### config.mk
export PLATFORM = sky130hd
export DESIGN_NAME = control_pipeline
export DESIGN_NICKNAME = d
export VERILOG_FILES = /design/src/rtl/control_pipeline_pkg.sv /design/src/rtl/control_pipeline_stage_reg.sv /design/src/rtl/control_pipeline.sv
export SDC_FILE = /design/constraint.sdc
export NUM_CORES = 1
export LEC_CHECK = 0
export BUFFER_PORTS_ARGS = -buffer_cell sky130_fd_sc_hd__buf_4
export CORE_UTILIZATION = 27
export CTS_CLUSTER_DIAMETER = 50
export DETAILED_ROUTE_END_ITERATION = 6
export GPL_ROUTABILITY_DRIVEN = 0
export GPL_TIMING_DRIVEN = 0
export PLACE_DENSITY_LB_ADDON = 0.25
export SYNTH_ARGS = -nofsm -noshare
export SYNTH_HDL_FRONTEND = slang
export SYNTH_SLANG_ARGS = --single-unit
### constraint.sdc
create_clock -name clk -period 1.3 [get_ports clk]
set_input_delay 0.26 -clock clk [delete_from_list [all_inputs] [get_ports clk]]
set_output_delay 0.26 -clock clk [all_outputs]
set_load 0.1 [all_outputs]
### src/rtl/control_pipeline_pkg.sv
// Shared definitions for the control pipeline.
//   - Control bundle layout (bit indices into the 11-bit decoder word).
//   - Bundle / register-address widths and the bubble encoding.
//   - Packed records carried by the ID/EX, EX/MEM and MEM/WB registers.
package control_pipeline_pkg;

    localparam int CTRL_W = 11;
    localparam int RA_W   = 5;

    localparam int IDX_REGDST    = 10;
    localparam int IDX_ALUSRC    = 9;
    localparam int IDX_MEMTOREG  = 8;
    localparam int IDX_REGWRITE  = 7;
    localparam int IDX_MEMREAD   = 6;
    localparam int IDX_MEMWRITE  = 5;
    localparam int IDX_BRANCHNE  = 4;
    localparam int IDX_BRANCHEQ  = 3;
    localparam int IDX_ALUOP_MSB = 2;
    localparam int IDX_ALUOP_LSB = 0;

    // A bubble is an all-zero control word: no register write, no memory
    // access, no branch.
    localparam logic [CTRL_W-1:0] CTRL_BUBBLE = 11'b0;

    // rs is only needed by the hazard check, which looks at the ID copy,
    // so EX carries just rt and rd.
    typedef struct packed {
        logic              valid;
        logic [CTRL_W-1:0] ctrl;
        logic [RA_W-1:0]   rt;
        logic [RA_W-1:0]   rd;
    } id_ex_t;

    typedef struct packed {
        logic            valid;
        logic            mem_read;
        logic            mem_write;
        logic            reg_write;
        logic            memto_reg;
        logic [RA_W-1:0] write_reg;
    } ex_mem_t;

    typedef struct packed {
        logic            valid;
        logic            reg_write;
        logic            memto_reg;
        logic [RA_W-1:0] write_reg;
    } mem_wb_t;

endpackage

### src/rtl/control_pipeline_stage_reg.sv
// pipe_stage_reg: generic pipeline register.
//   clk_i    rising-edge clock
//   rst_ni   asynchronous active-low reset, clears to the bubble (all zero)
//   en_i     load enable
//   clear_i  synchronous clear-to-bubble, has priority over en_i
//   d_i/q_o  WIDTH-bit data in / registered data out
module pipe_stage_reg #(
    parameter int WIDTH = 8
) (
    input  logic             clk_i,
    input  logic             rst_ni,
    input  logic             en_i,
    input  logic             clear_i,
    input  logic [WIDTH-1:0] d_i,
    output logic [WIDTH-1:0] q_o
);

    logic [WIDTH-1:0] data_q;

    always_ff @(posedge clk_i or negedge rst_ni) begin
        if (!rst_ni) begin
            data_q <= '0;
        end else if (clear_i) begin
            data_q <= '0;
        end else if (en_i) begin
            data_q <= d_i;
        end
    end

    assign q_o = data_q;

endmodule

### src/rtl/control_pipeline.sv
// control_pipeline: stages the decoder control word through ID/EX, EX/MEM
// and MEM/WB, computes the EX destination register, inserts a bubble on a
// load-use hazard and squashes the wrong-path ID instruction on a taken
// BEQ/BNE resolved in EX.
//   clk, reset (async, active-low)
//   id_valid/id_ctrl/id_rs/id_rt/id_rd  instruction currently in ID
//   alu_zero                            ALU zero flag of the EX instruction
//   stall   hold PC and IF/ID for one cycle (load-use)
//   flush   taken branch, clear IF/ID
//   ex_*/mem_*/wb_*                     stage-local control, valid-gated
module control_pipeline
    import control_pipeline_pkg::*;
(
    input  logic              clk,
    input  logic              reset,
    input  logic              id_valid,
    input  logic [CTRL_W-1:0] id_ctrl,
    input  logic [RA_W-1:0]   id_rs,
    input  logic [RA_W-1:0]   id_rt,
    input  logic [RA_W-1:0]   id_rd,
    input  logic              alu_zero,
    output logic              stall,
    output logic              flush,
    output logic              ex_ALUSrc,
    output logic [2:0]        ex_ALUOp,
    output logic [RA_W-1:0]   ex_write_reg,
    output logic              mem_MemRead,
    output logic              mem_MemWrite,
    output logic [RA_W-1:0]   mem_write_reg,
    output logic              wb_RegWrite,
    output logic              wb_MemtoReg,
    output logic [RA_W-1:0]   wb_write_reg
);

    id_ex_t  id_ex_d,  id_ex_q;
    ex_mem_t ex_mem_d, ex_mem_q;
    mem_wb_t mem_wb_d, mem_wb_q;

    logic            hazard;
    logic            taken;
    logic            id_uses_rt;
    logic [RA_W-1:0] ex_dest;

    // rt is a true source unless the instruction takes an immediate;
    // stores read rt as the data operand even though ALUSrc is set.
    assign id_uses_rt = ~id_ctrl[IDX_ALUSRC] | id_ctrl[IDX_MEMWRITE];

    assign hazard = id_valid & id_ex_q.valid & id_ex_q.ctrl[IDX_MEMREAD]
                  & (id_ex_q.rt != '0)
                  & ((id_ex_q.rt == id_rs) | ((id_ex_q.rt == id_rt) & id_uses_rt));

    assign taken = id_ex_q.valid
                 & ((id_ex_q.ctrl[IDX_BRANCHEQ] & alu_zero)
                  | (id_ex_q.ctrl[IDX_BRANCHNE] & ~alu_zero));

    // A wrong-path ID instruction must not stall; the flush discards it.
    assign stall = hazard & ~taken;
    assign flush = taken;

    assign ex_dest = id_ex_q.ctrl[IDX_REGDST] ? id_ex_q.rd : id_ex_q.rt;

    always_comb begin
        id_ex_d       = '0;
        id_ex_d.valid = id_valid;
        id_ex_d.ctrl  = id_ctrl;
        id_ex_d.rt    = id_rt;
        id_ex_d.rd    = id_rd;

        ex_mem_d           = '0;
        ex_mem_d.valid     = id_ex_q.valid;
        ex_mem_d.mem_read  = id_ex_q.ctrl[IDX_MEMREAD];
        ex_mem_d.mem_write = id_ex_q.ctrl[IDX_MEMWRITE];
        ex_mem_d.reg_write = id_ex_q.ctrl[IDX_REGWRITE];
        ex_mem_d.memto_reg = id_ex_q.ctrl[IDX_MEMTOREG];
        ex_mem_d.write_reg = ex_dest;

        mem_wb_d           = '0;
        mem_wb_d.valid     = ex_mem_q.valid;
        mem_wb_d.reg_write = ex_mem_q.reg_write;
        mem_wb_d.memto_reg = ex_mem_q.memto_reg;
        mem_wb_d.write_reg = ex_mem_q.write_reg;
    end

    // ID/EX takes a bubble (not a hold) on hazard or flush: ID itself is
    // held upstream by stall, so the instruction re-presents next cycle.
    pipe_stage_reg #(.WIDTH($bits(id_ex_t))) u_id_ex (
        .clk_i   (clk),
        .rst_ni  (reset),
        .en_i    (1'b1),
        .clear_i (hazard | taken),
        .d_i     (id_ex_d),
        .q_o     (id_ex_q)
    );

    pipe_stage_reg #(.WIDTH($bits(ex_mem_t))) u_ex_mem (
        .clk_i   (clk),
        .rst_ni  (reset),
        .en_i    (1'b1),
        .clear_i (1'b0),
        .d_i     (ex_mem_d),
        .q_o     (ex_mem_q)
    );

    pipe_stage_reg #(.WIDTH($bits(mem_wb_t))) u_mem_wb (
        .clk_i   (clk),
        .rst_ni  (reset),
        .en_i    (1'b1),
        .clear_i (1'b0),
        .d_i     (mem_wb_d),
        .q_o     (mem_wb_q)
    );

    assign ex_ALUSrc     = id_ex_q.valid & id_ex_q.ctrl[IDX_ALUSRC];
    assign ex_ALUOp      = {3{id_ex_q.valid}} & id_ex_q.ctrl[IDX_ALUOP_MSB:IDX_ALUOP_LSB];
    assign ex_write_reg  = ex_dest;

    assign mem_MemRead   = ex_mem_q.valid & ex_mem_q.mem_read;
    assign mem_MemWrite  = ex_mem_q.valid & ex_mem_q.mem_write;
    assign mem_write_reg = ex_mem_q.write_reg;

    assign wb_RegWrite   = mem_wb_q.valid & mem_wb_q.reg_write;
    assign wb_MemtoReg   = mem_wb_q.valid & mem_wb_q.memto_reg;
    assign wb_write_reg  = mem_wb_q.write_reg;

endmodule

---- Yosys cells after proc, flatten, opt, wreduce, memory -nomap -nowiden ----
Index checks and enable logic that the tools add are counted.
storage, ports and cells
  register bits ........................... 40
  bits of input ports ..................... 30
operators by class
  reductions and logical operators ........ 1
  bitwise gates (word level) .............. 22
  eq/ne operators ......................... 2
  multiplexer cells ....................... 2
operator list
  operator            number
  $mux W22            1
  $and A1 B1 Y1       14
  $eq A5 B5 Y1        2
  $mux W5             1
  $reduce_bool A5 Y1  1
  $or A1 B1 Y1        4
  $and A3 B3 Y3       1
  $not A1 Y1          3

---- Longest topological paths before layout ----
Gate-level depths: netlist of run 1.
  depth after elaboration ................. 7
  depth in mapped cells ................... 5

---- Hierarchy ----
A second synthesis of run 1 with hierarchy kept.
unflattened totals
  cells, all modules ...................... 166
  area, all modules ....................... 1928.1 um^2
by module, submodules not included
  module                     instances  area an instance (um^2)  cells an instance  seq. area each (um^2)
  pipe_stage_reg (u_id_ex)   1          912.1                    71                 550.5
  pipe_stage_reg (u_ex_mem)  1          402.9                    32                 250.2
  pipe_stage_reg (u_mem_wb)  1          325.3                    26                 200.2
  control_pipeline           1          287.8                    37                 0.0

---- Least setup slack after synthesis of run 1 ----
Ideal clock, no wire load.
  path type ............................... register -> output
  from .................................... reg u_id_ex.data_q[9] (netlist: u_id_ex.q_o[9])
  to ...................................... out stall
  stages on the path, launching flop included .. 5
  buffers on the path ..................... 0
  slack ................................... -704 ps
  data arrival time ....................... 1744 ps
  cell sequence ........................... dfrtp_1 > xnor2_1 > nand3_1 > o22ai_2 > and3_1
on the way
  longest elaborated chain between the ends .. 5
  elaborated cells between the ends (all ways) .. 8
  classes of those cells .................. 2 x eq/ne; 5 x bitwise; 1 x reduce/logical
RTL lines
  what                    line                              text
  from (decl)             control_pipeline_stage_reg.sv:18  logic [WIDTH-1:0] data_q;
  from (signal assigned)  control_pipeline_stage_reg.sv:26  data_q <= d_i;
  $eq A5 B5 Y1            control_pipeline.sv:50            & ((id_ex_q.rt == id_rs) | ((id_ex_q.rt == id_rt) & id_uses_rt));
  $and A1 B1 Y1           control_pipeline.sv:50
  $or A1 B1 Y1            control_pipeline.sv:50
  $and A1 B1 Y1 (*)       control_pipeline.sv:50
  $and A1 B1 Y1 (*)       control_pipeline.sv:57            assign stall = hazard & ~taken;
  to (decl)               control_pipeline.sv:22            output logic stall,
Mark *: on every way between the ends. The rest lies on a longest branch, timed or not.

---- Worst setup path in the final report of run 1 ----
  from .................................... reg u_id_ex.data_q[5] (netlist: u_id_ex.q_o[5])
  to ...................................... out stall
Same word-level chain as after synthesis.

==> results of run 1 <==
==> area by class of cell <==
type                    instances  area [um2]
fillers                       522        2800
flip-flops and latches         40        1010
repair buffers                 76         833
multi-input cells              78         631
plain buffers                  16         123
well taps                      72        90.1
clock buffers                   5        68.8
clock inverters                 3        42.5
inverters                       2        11.3
==> cell families (layout without fill, tap and decap cells) <==
kind of cell	Yosys count	count (layout)	share of synthesized area
xor gates and xnor gates	10	10	0.0550
AOI/OAI and AO/OA	25	25	0.0872
and+or+nand+nor	37	37	0.105
DFF	40	40	0.628
buffers and inverters	18	102	0.0817
muxes	6	6	0.0424
==> worst min path at each step <==
| stage | slack [ns] | from | depth (start not counted) | end |
|---|---|---|---|---|
| global route | 0.19 | id_ctrl[1] | 3 | u_id_ex.q_o[11] |
| global placement | 0.27 | reset | 1 | u_mem_wb.q_o[5] |
| finish | 0.20 | id_ctrl[0] | 3 | u_id_ex.q_o[10] |
| floorplan | -0.04 | reset | 0 | u_ex_mem.q_o[0] |
| CTS | 0.18 | id_ctrl[0] | 3 | u_id_ex.q_o[10] |
| detailed placement | 0.27 | reset | 1 | u_id_ex.q_o[11] |
==> state kept, by name, summed over array words and instances, names as in the netlist <==
name          count
u_mem_wb.q_o      8
u_id_ex.q_o      22
u_ex_mem.q_o     10
==> tightest hold or removal path, delay by kind of cell <==
kind	cells	cell delay [ns]
buf+inv	1	0.11
simple gates	1	0.06
compound gates	1	0.03
==> power by group <==
group / total (mW) / internal (mW) / switching, mW
Combinational: 1.46 / 0.570 / 0.892
Sequential: 1.43 / 1.36 / 0.0644
Clock: 0.996 / 0.567 / 0.428
==> cell usage in the layout, fill, tap and decap left out, drive strengths merged <==
master / n
buf: 91
a21oi: 22
nand3: 2
bufinv: 1
o22ai: 1
nor3: 1
xnor2: 10
and3: 1
dfrtp: 40
a211oi: 1
nand4: 1
clkinvlp: 2
clkinv: 1
nor2: 1
and2: 8
clkbuf: 5
o21ai: 1
dlygate4sd3: 1
inv: 1
mux2: 6
nand2: 23
==> metrics by stage <==
step           instance area, um2   util  std cells  hold WS [ns]  total power, mW
2_1_floorplan                1620      -        136       -0.0356             2.30
3_3_place_gp                 2120  0.378        262         0.266             2.56
3_5_place_dp                 2120  0.378        262         0.266             2.57
4_1_cts                      2630  0.469        287         0.177             3.83
5_1_grt                      2810  0.501        292         0.189             4.06
6_report                     2810  0.501        292         0.200             3.89
==> cell usage after synthesis, types with 2 or more instances <==
cell,number,area [um2]
xnor2_1,10,87.6
mux2_2,6,67.6
buf_6,2,22.5
a21oi_1,21,105
and2_1,8,50.1
buf_4,12,90.1
inv_1,2,7.51
buf_2,2,10.0
nand2_1,23,86.3
nand3_1,2,10.0
dfrtp_1,40,1000
==> per-layer routing <==
layer,vias up,GRT usage
met3,7,0.0310
li1,599,-
met1,600,0.146
met4,0,0.0556
met5,-,0
met2,33,0.233
==> repair_timing <==
action	4_1_cts	5_1_grt
pin swaps	3	6
endpoints found under the setup margin	37	39
cloned	2	0
gates resized for setup	76	35
endpoints found under the hold margin	40	0
hold buffers	1	0
setup buffers	14	7
==> results.md, run 1 <==
* Layout cell share with drive strength beyond 1 at 0.677
* DRC Markers at 0
* Die ar. at 6210 um2
* Worst-margin pin slew at 0.490 ns
* Number of buffers created by CTS at 5
* Post-synth net total at 166
* Critical path class: register to output pin
* Antenna cell count at 0
* Initial antenna violation count at 0
* IO Count at 55
* # setup viols final at 33
* WL met2 at 2050 um
* CP delay by family, top: flip-flops
* VDD IR max at 659 uV
* Num rows at 27
* CTS max path bufs at 2
* CTS H-tree depth at 2
* DRT Wirelength at 3790 um
* Fmax at 527 MHz
* RSZ-0062 raised after global routing: true
* Critical Path Start: u_id_ex.q_o[5]
* Max cap viols at 0
* Post-synth ARST share at 1.00
* Outcome: finished with violations
* Routed wire length per instance at 13.0 um
* Slowest Stage Delay on Critical Path at 0.45 ns
* Cell count along the critical path at 5
* Hold crit path type: primary input to register
* Minimum clock period at 1.90 ns
* Nets at 249
* Setup ws final at -0.596 ns
* Slowest CP cell: dfrtp_2
* Crit-path max FO at 4
* First-pass GRT wire length at 6090 um
* Ys flop type: dfrtp_1
* WP buf/inv at 1
* Crit. End Element: output pin
* Top Metal Used: met4
* Max-slew violations at 0
* Clk sinks at 40
* CP endpoint: stall
* EDFF count, synth at 0
* Gate Count Post-Synth at 136
* Final hold violation count at 0
* Met1 Wirelength at 1510 um
* Setup TNS at -14.67 ns
* Crit-path cells: xnor2_1 -> nand3_1 -> o22ai_4 -> and3_4 -> buf_12
* Failing checks: setup timing
* Reg clk slew, reported paths at 0.08 ns
* Register area share after synthesis at 0.628
* Post-route ant nets at 0
* Met3 Wirelength at 163 um
* Root buffer cell: clkbuf_8
* Leak at 1.33 nW
* Routed vias/inst at 4.24
* Initial Utilization at 0.284
* Grt total ovfl at 0
* CTS tree: done
* Total Routing Usage GR at 0.130
* PD cells at 1380 nW/um2
* Dpl hpwl at 2360 um
* Flop2flop setup slack at -0.54 ns
* CP arrival at 1.64 ns
* Setup WS pre-CTS at -0.495 ns
* Synthesized area at 1590 um2
* Port Buf Inserts at 54
* Synth unique cells at 19
* Area growth from synthesis to layout at 76.4%
* Ys Warns at 0
* Die height at 78.8 um
* Initial drt markers at 21
* Period utilisation layout at 1.46
* DIE WIDTH at 78.8 um
* #FFs+latches synth at 40
* Via count at 1239
* Largest net degree at the start of global routing at 41
* TritonRoute pass-1 iters at 4
* Slew HR at 0.673
* Worst Path Required at 1.04 ns
* Syn avg cell area at 11.7 um2
* Clock Latency Late Sink at 0.29 ns
* Critical R2R Launch: u_id_ex.q_o[7]
* Max Clock Skew at 0.00233 ns
* Vias in the first global route at 1324
* FF-to-FF End: u_id_ex.q_o[3]
* Worst Reg-to-Reg Cells at 11
* CP startpoint kind: register
* CORE AREA at 5610 um2
No activity file was read; power rests on OpenSTA's default activity.
==> inputs of run 2 (changes only) <==
Settings changed: CORE_UTILIZATION 27 to 30, SKIP_CTS_REPAIR_TIMING set to 1.
==> run 2 against run 1 <==
  * The flow still finishes with violations (setup timing)
  * Sequential power about the same
  * Non-clock buffer count down 14
  * Routed wire length shrank 12%
  * Design area fell by 8.2%
  * Utilization up 0.43 points
  * Die area is 9.7% lower
  * First-iteration DRC count rose to 2.8 times the previous value
  * Clock skew up 0.0015 ns
  * Worst setup slack worse by 0.011 ns
  * Critical path depth stayed put
  * Register-to-register slack better by 0.40 ns
  * Total power down 1.1%
  * Critical path type unchanged
  * Largest power group is now sequential cells
==> results.md, run 2 (synthesized netlist as in run 1, its figures left out) <==
* Die ar. at 5600 um2 (was 6210 um2)
* Hold Crit Start: id_ctrl[1] (was id_ctrl[0])
* CTS max path bufs at 2 (unchanged)
* CORE AREA at 5110 um2 (was 5610 um2)
* Met3 Wirelength at 139 um (was 163 um)
* Grt total ovfl at 0 (unchanged)
* First-pass GRT wire length at 4690 um (was 6090 um)
* # setup viols final at 32 (was 33)
* CTS tree: done (unchanged)
* VDD IR max at 648 uV (was 659 uV)
* TritonRoute pass-1 iters at 4 (unchanged)
* Register area at 1010 um2 (about the same)
* Commonest non-fill, non-tap cell in the layout: buf_4 (unchanged)
* Max cap viols at 0 (unchanged)
* Met1 Wirelength at 1330 um (was 1510 um)
* Max reg flops at 22 (unchanged)
* Fmax at 524 MHz (was 527 MHz)
* DRT Wirelength at 3340 um (was 3790 um)
* DRC Markers at 0 (unchanged)
* Area growth from synthesis to layout at 62.0% (was 76.4%)
* Worst-margin pin slew at 0.497 ns (was 0.490 ns)
* WL met2 at 1820 um (was 2050 um)
* Total Routing Usage GR at 0.115 (was 0.130)
* Critical Path Start: u_id_ex.q_o[5] (unchanged)
* Nets at 235 (was 249)
* Layout cell share with drive strength beyond 1 at 0.573 (was 0.677)
* Crit-path max FO at 4 (unchanged)
* RSZ-0062 raised after global routing: true (unchanged)
* CP delay by family, top: flip-flops (unchanged)
* Initial drt markers at 59 (was 21)
* Dpl hpwl at 2300 um (was 2360 um)
* Minimum clock period at 1.91 ns (was 1.90 ns)
* DIE WIDTH at 74.9 um (was 78.8 um)
* Hold crit path type: primary input to register (unchanged)
* Most frequent cells in the layout: buf_4 (51), dfrtp_1 (34), nand2_1 (22) (was buf_4 (55), dfrtp_1 (33), nand2_1 (22))
* Routed wire length per instance at 12.1 um (was 13.0 um)
* WP buf/inv at 1 (unchanged)
* Critical path class: register to output pin (unchanged)
* Max-slew violations at 0 (unchanged)
* Max Clock Skew at 0.00386 ns (was 0.00233 ns)
* Number of buffers created by CTS at 5 (unchanged)
* Multi-input gate area at 564 um2 (was 631 um2)
* Clock Latency Late Sink at 0.29 ns (about the same)
* Top Metal Used: met4 (unchanged)
* IO Count at 55 (unchanged)
* Worst Path Required at 1.04 ns (about the same)
* Crit. End Element: output pin (unchanged)
* Finished Cell Area at 2580 um2 (was 2810 um2)
* Filler cells at 486 (was 522)
* Failing checks: setup timing (unchanged)
* DP Area at 2120 um2 (about the same)
* Largest net degree at the start of global routing at 41 (unchanged)
* Root buffer cell: clkbuf_8 (unchanged)
* Critical R2R Launch: u_id_ex.q_o[5] (was u_id_ex.q_o[7])
* Reg clk slew, reported paths at 0.08 ns (about the same)
* PD cells at 1490 nW/um2 (was 1380 nW/um2)
* Antenna cell count at 0 (unchanged)
* Leak at 1.25 nW (was 1.33 nW)
* CTS H-tree depth at 2 (unchanged)
* Final hold violation count at 0 (unchanged)
* Num rows at 26 (was 27)
* Routed vias/inst at 4.26 (was 4.24)
* Clk sinks at 40 (unchanged)
* CP arrival at 1.65 ns (was 1.64 ns)
* Slew HR at 0.669 (was 0.673)
* Outcome: finished with violations (unchanged)
* Post-route ant nets at 0 (unchanged)
* Crit-path cells: xnor2_1 -> nand4_1 -> o22ai_4 -> and3_4 -> buf_12 (was xnor2_1 -> nand3_1 -> o22ai_4 -> and3_4 -> buf_12)
* Port Buf Inserts at 54 (unchanged)
* Setup ws final at -0.607 ns (was -0.596 ns)
* Setup WS pre-CTS at -0.522 ns (was -0.495 ns)
* Via count at 1177 (was 1239)
* Slowest CP cell: dfrtp_2 (unchanged)
* Slowest Stage Delay on Critical Path at 0.46 ns (was 0.45 ns)
* CP startpoint kind: register (unchanged)
* Period utilisation layout at 1.47 (was 1.46)
* Die height at 74.9 um (was 78.8 um)
* Initial antenna violation count at 0 (unchanged)
* Initial Utilization at 0.312 (was 0.284)
* Vias in the first global route at 1052 (was 1324)
run 2: path summary, 6_finish.rpt:
check / endpoint / slack (ns) / cells after the start
max in group asynchronous: u_id_ex.q_o[21] / 0.45 / 2
min in group asynchronous: u_mem_wb.q_o[0] / 0.48 / 2
setup / recovery: stall / -0.61 / 5
hold reg to reg: u_ex_mem.q_o[6] / 0.35 / 0
hold / removal: u_id_ex.q_o[11] / 0.19 / 3
setup reg to reg: u_id_ex.q_o[18] / -0.14 / 6
run 2: layer usage:
metal / up-vias / track usage
li1: 571 / -
met1: 562 / 0.138
met2: 39 / 0.193
met3: 5 / 0.0295
met4: 0 / 0.0566
met5: - / 0
run 2: area by class of cell:
class / instances / share of cell area
buffer: 16 / 0.0475
clock buffer: 7 / 0.0373
clock inverter: 1 / 0.0116
inverter: 2 / 0.00436
multi-input combinational: 78 / 0.219
sequential: 40 / 0.391
tap: 70 / 0.0339
timing repair buffer: 62 / 0.256
run 2: where the power goes:
| group | switching [mW] | internal (mW) |
|---|---|---|
| Clock | 0.413 | 0.677 |
| Sequential | 0.0670 | 1.36 |
| Combinational | 0.846 | 0.478 |
run 2: worst min-delay path, stage by stage:
cell and delay (ns):
buf_4 0.11, nand2_1 0.05, a21oi_1 0.03
run 2: per-stage QoR:
stage          hold WS, ns  setup TNS [ns]  power, mW  std cells   util
2_1_floorplan      -0.0356          -0.557       2.30        136      -
3_3_place_gp         0.264           -3.50       2.57        260  0.414
3_5_place_dp         0.262           -3.20       2.57        260  0.414
4_1_cts            -0.0499           -7.04       3.66        268  0.439
5_1_grt              0.193           -7.13       3.99        276  0.505
6_report             0.193           -5.09       3.85        276  0.505
==> inputs of run 3 (changes only) <==
Settings changed: PLACE_DENSITY_LB_ADDON 0.25 to 0.08.
==> run 3 against run 2 <==
  * The flow still finishes with violations (setup timing)
  * Die area unchanged
  * Global-route usage grew 1.4 points
  * Worst setup slack worse by 0.0047 ns
  * Critical path type unchanged
  * Sequential share of layout area down 1.4 points
  * Register-to-register slack about the same
  * Design area increased by 3.8%
  * Clock skew decreased by 0.0010 ns
  * Via count up 1.6%
==> results.md, run 3 (synthesized netlist as in run 1, its figures left out) <==
* IO Count at 55 (unchanged)
* Vias in the first global route at 1135 (was 1052)
* Total Routing Usage GR at 0.129 (was 0.115)
* Critical Path Start: u_id_ex.q_o[8] (was u_id_ex.q_o[5])
* Initial drt markers at 34 (was 59)
* Routed vias/inst at 4.27 (was 4.26)
* Reg clk slew, reported paths at 0.08 ns (about the same)
* Clk sinks at 40 (unchanged)
* DRT Wirelength at 3380 um (was 3340 um)
* # setup viols final at 31 (was 32)
* Hold crit path type: primary input to register (unchanged)
* FF-to-FF End: u_id_ex.q_o[14] (was u_id_ex.q_o[18])
* Num rows at 26 (unchanged)
* Crit. End Element: output pin (unchanged)
* CP endpoint: stall (unchanged)
* Outcome: finished with violations (unchanged)
* Max reg flops at 22 (unchanged)
* Non-filler cells, final at 280 (was 276)
* Number of buffers created by CTS at 5 (unchanged)
* CTS tree: done (unchanged)
* Flop2flop setup slack at -0.13 ns (was -0.14 ns)
* Leak at 1.29 nW (was 1.25 nW)
* Worst Path Required at 1.04 ns (about the same)
* GR met1 Demand/Resource at 0.157 (was 0.138)
* Fmax at 523 MHz (was 524 MHz)
* Via count at 1196 (was 1177)
* Nets at 239 (was 235)
* DRC Markers at 0 (unchanged)
* Die height at 74.9 um (unchanged)
* CTS H-tree depth at 2 (unchanged)
* Initial Utilization at 0.312 (unchanged)
* Hold WS at 0.191 ns (was 0.193 ns)
* VDD IR max at 592 uV (was 648 uV)
* Met2 GRT Util at 0.211 (was 0.193)
* Period utilisation layout at 1.47 (about the same)
* Root buffer cell: clkbuf_8 (unchanged)
* Failing checks: setup timing (unchanged)
* GRT met3 Usage at 0.0415 (was 0.0295)
* Initial antenna violation count at 0 (unchanged)
* Max cap viols at 0 (unchanged)
* Post-route ant nets at 0 (unchanged)
* TritonRoute pass-1 iters at 2 (was 4)
* DIE WIDTH at 74.9 um (unchanged)
* Final hold violation count at 0 (unchanged)
* CTS max path bufs at 2 (unchanged)
* Routed wire length per instance at 12.1 um (about the same)
* Area growth from synthesis to layout at 68.1% (was 62.0%)
* Worst-margin pin slew at 0.503 ns (was 0.497 ns)
* CP startpoint kind: register (unchanged)
* Setup ws final at -0.611 ns (was -0.607 ns)
* Gr busiest metal: met2 (unchanged)
* CORE AREA at 5110 um2 (unchanged)
* Minimum clock period at 1.91 ns (about the same)
* Die ar. at 5600 um2 (unchanged)
* Max Clock Skew at 0.00285 ns (was 0.00386 ns)
* PD cells at 1560 nW/um2 (was 1490 nW/um2)
* Most frequent cells in the layout: buf_4 (52), dfrtp_1 (33), nand2_1 (21) (was buf_4 (51), dfrtp_1 (34), nand2_1 (22))
* Slew HR at 0.664 (was 0.669)
* Dpl hpwl at 2380 um (was 2300 um)
* Critical path class: register to output pin (unchanged)
* Max-slew violations at 0 (unchanged)
* RSZ-0062 raised after global routing: true (unchanged)
* Hold Path Depth at 3 (unchanged)
* Antenna cell count at 0 (unchanged)
* Crit-path max FO at 4 (unchanged)
* Placed cells at 260 (unchanged)
* CP arrival at 1.65 ns (about the same)
* Layout cell share with drive strength beyond 1 at 0.581 (was 0.573)
* Clock Latency Late Sink at 0.29 ns (about the same)
* Filler cells at 443 (was 486)
* Largest net degree at the start of global routing at 41 (unchanged)
* Commonest non-fill, non-tap cell in the layout: buf_4 (unchanged)
* Grt total ovfl at 0 (unchanged)
* First-pass GRT wire length at 5210 um (was 4690 um)
* Port Buf Inserts at 54 (unchanged)
* Worst Reg-to-Reg Cells at 6 (unchanged)
* Critical R2R Launch: u_id_ex.q_o[8] (was u_id_ex.q_o[5])
[run 3: cell types whose count changed in the layout (fill, tap and decap cells not counted), sizes merged]
cell    delta
buf        +4
clkbuf     -2
bufinv     +2
[run 3: report_power, final]
part	internal, mW	switching (mW)
Combinational	0.519	0.853
Sequential	1.36	0.0659
Clock	0.960	0.424
[run 3: metrics by stage]
stage | setup TNS (ns) | setup WS, ns | power (mW) | instance area [um2] | util
4_1_cts | -7.26 | -0.820 | 3.97 | 2270 | 0.445
3_5_place_dp | -3.49 | -0.470 | 2.58 | 2120 | 0.414
6_report | -4.94 | -0.611 | 4.19 | 2680 | 0.524
2_1_floorplan | -0.557 | -0.260 | 2.30 | 1620 | -
3_3_place_gp | -3.14 | -0.492 | 2.56 | 2120 | 0.414
5_1_grt | -6.40 | -0.657 | 4.35 | 2680 | 0.524
[run 3: how the worst min path moves through the flow]
stage	from	end	slack, ns
2_1_floorplan	reset	u_ex_mem.q_o[0]	-0.04
3_3_place_gp	reset	u_mem_wb.q_o[5]	0.26
3_5_place_dp	reset	u_ex_mem.q_o[5]	0.27
4_1_cts	reset	u_mem_wb.q_o[5]	-0.05
5_1_grt	id_ctrl[8]	u_id_ex.q_o[18]	0.17
6_report	id_ctrl[8]	u_id_ex.q_o[18]	0.19
[run 3: area by class of cell]
cell class	instances	area, um2	share of cell area
flip-flops and latches	40	1010	0.377
repair buffers	67	731	0.273
multi-input cells	78	564	0.211
plain buffers	15	115	0.0430
clock inverters	3	90.1	0.0336
well taps	70	87.6	0.0327
clock buffers	5	68.8	0.0257
inverters	2	11.3	0.00421
[run 3: metal layers]
metal  part of all wire  wire length [um]
met3              0.050               168
met2               0.49              1660
met4              0.023                77
met1               0.44              1470
met5                  0                 0
[run 3: critical path, stage by stage, from the launching register on]
cell and delay, ns:
dfrtp_2 0.47, xnor2_2 0.19, nand2_2 0.09, o22ai_4 0.21
and3_4 0.23, buf_12 0.17
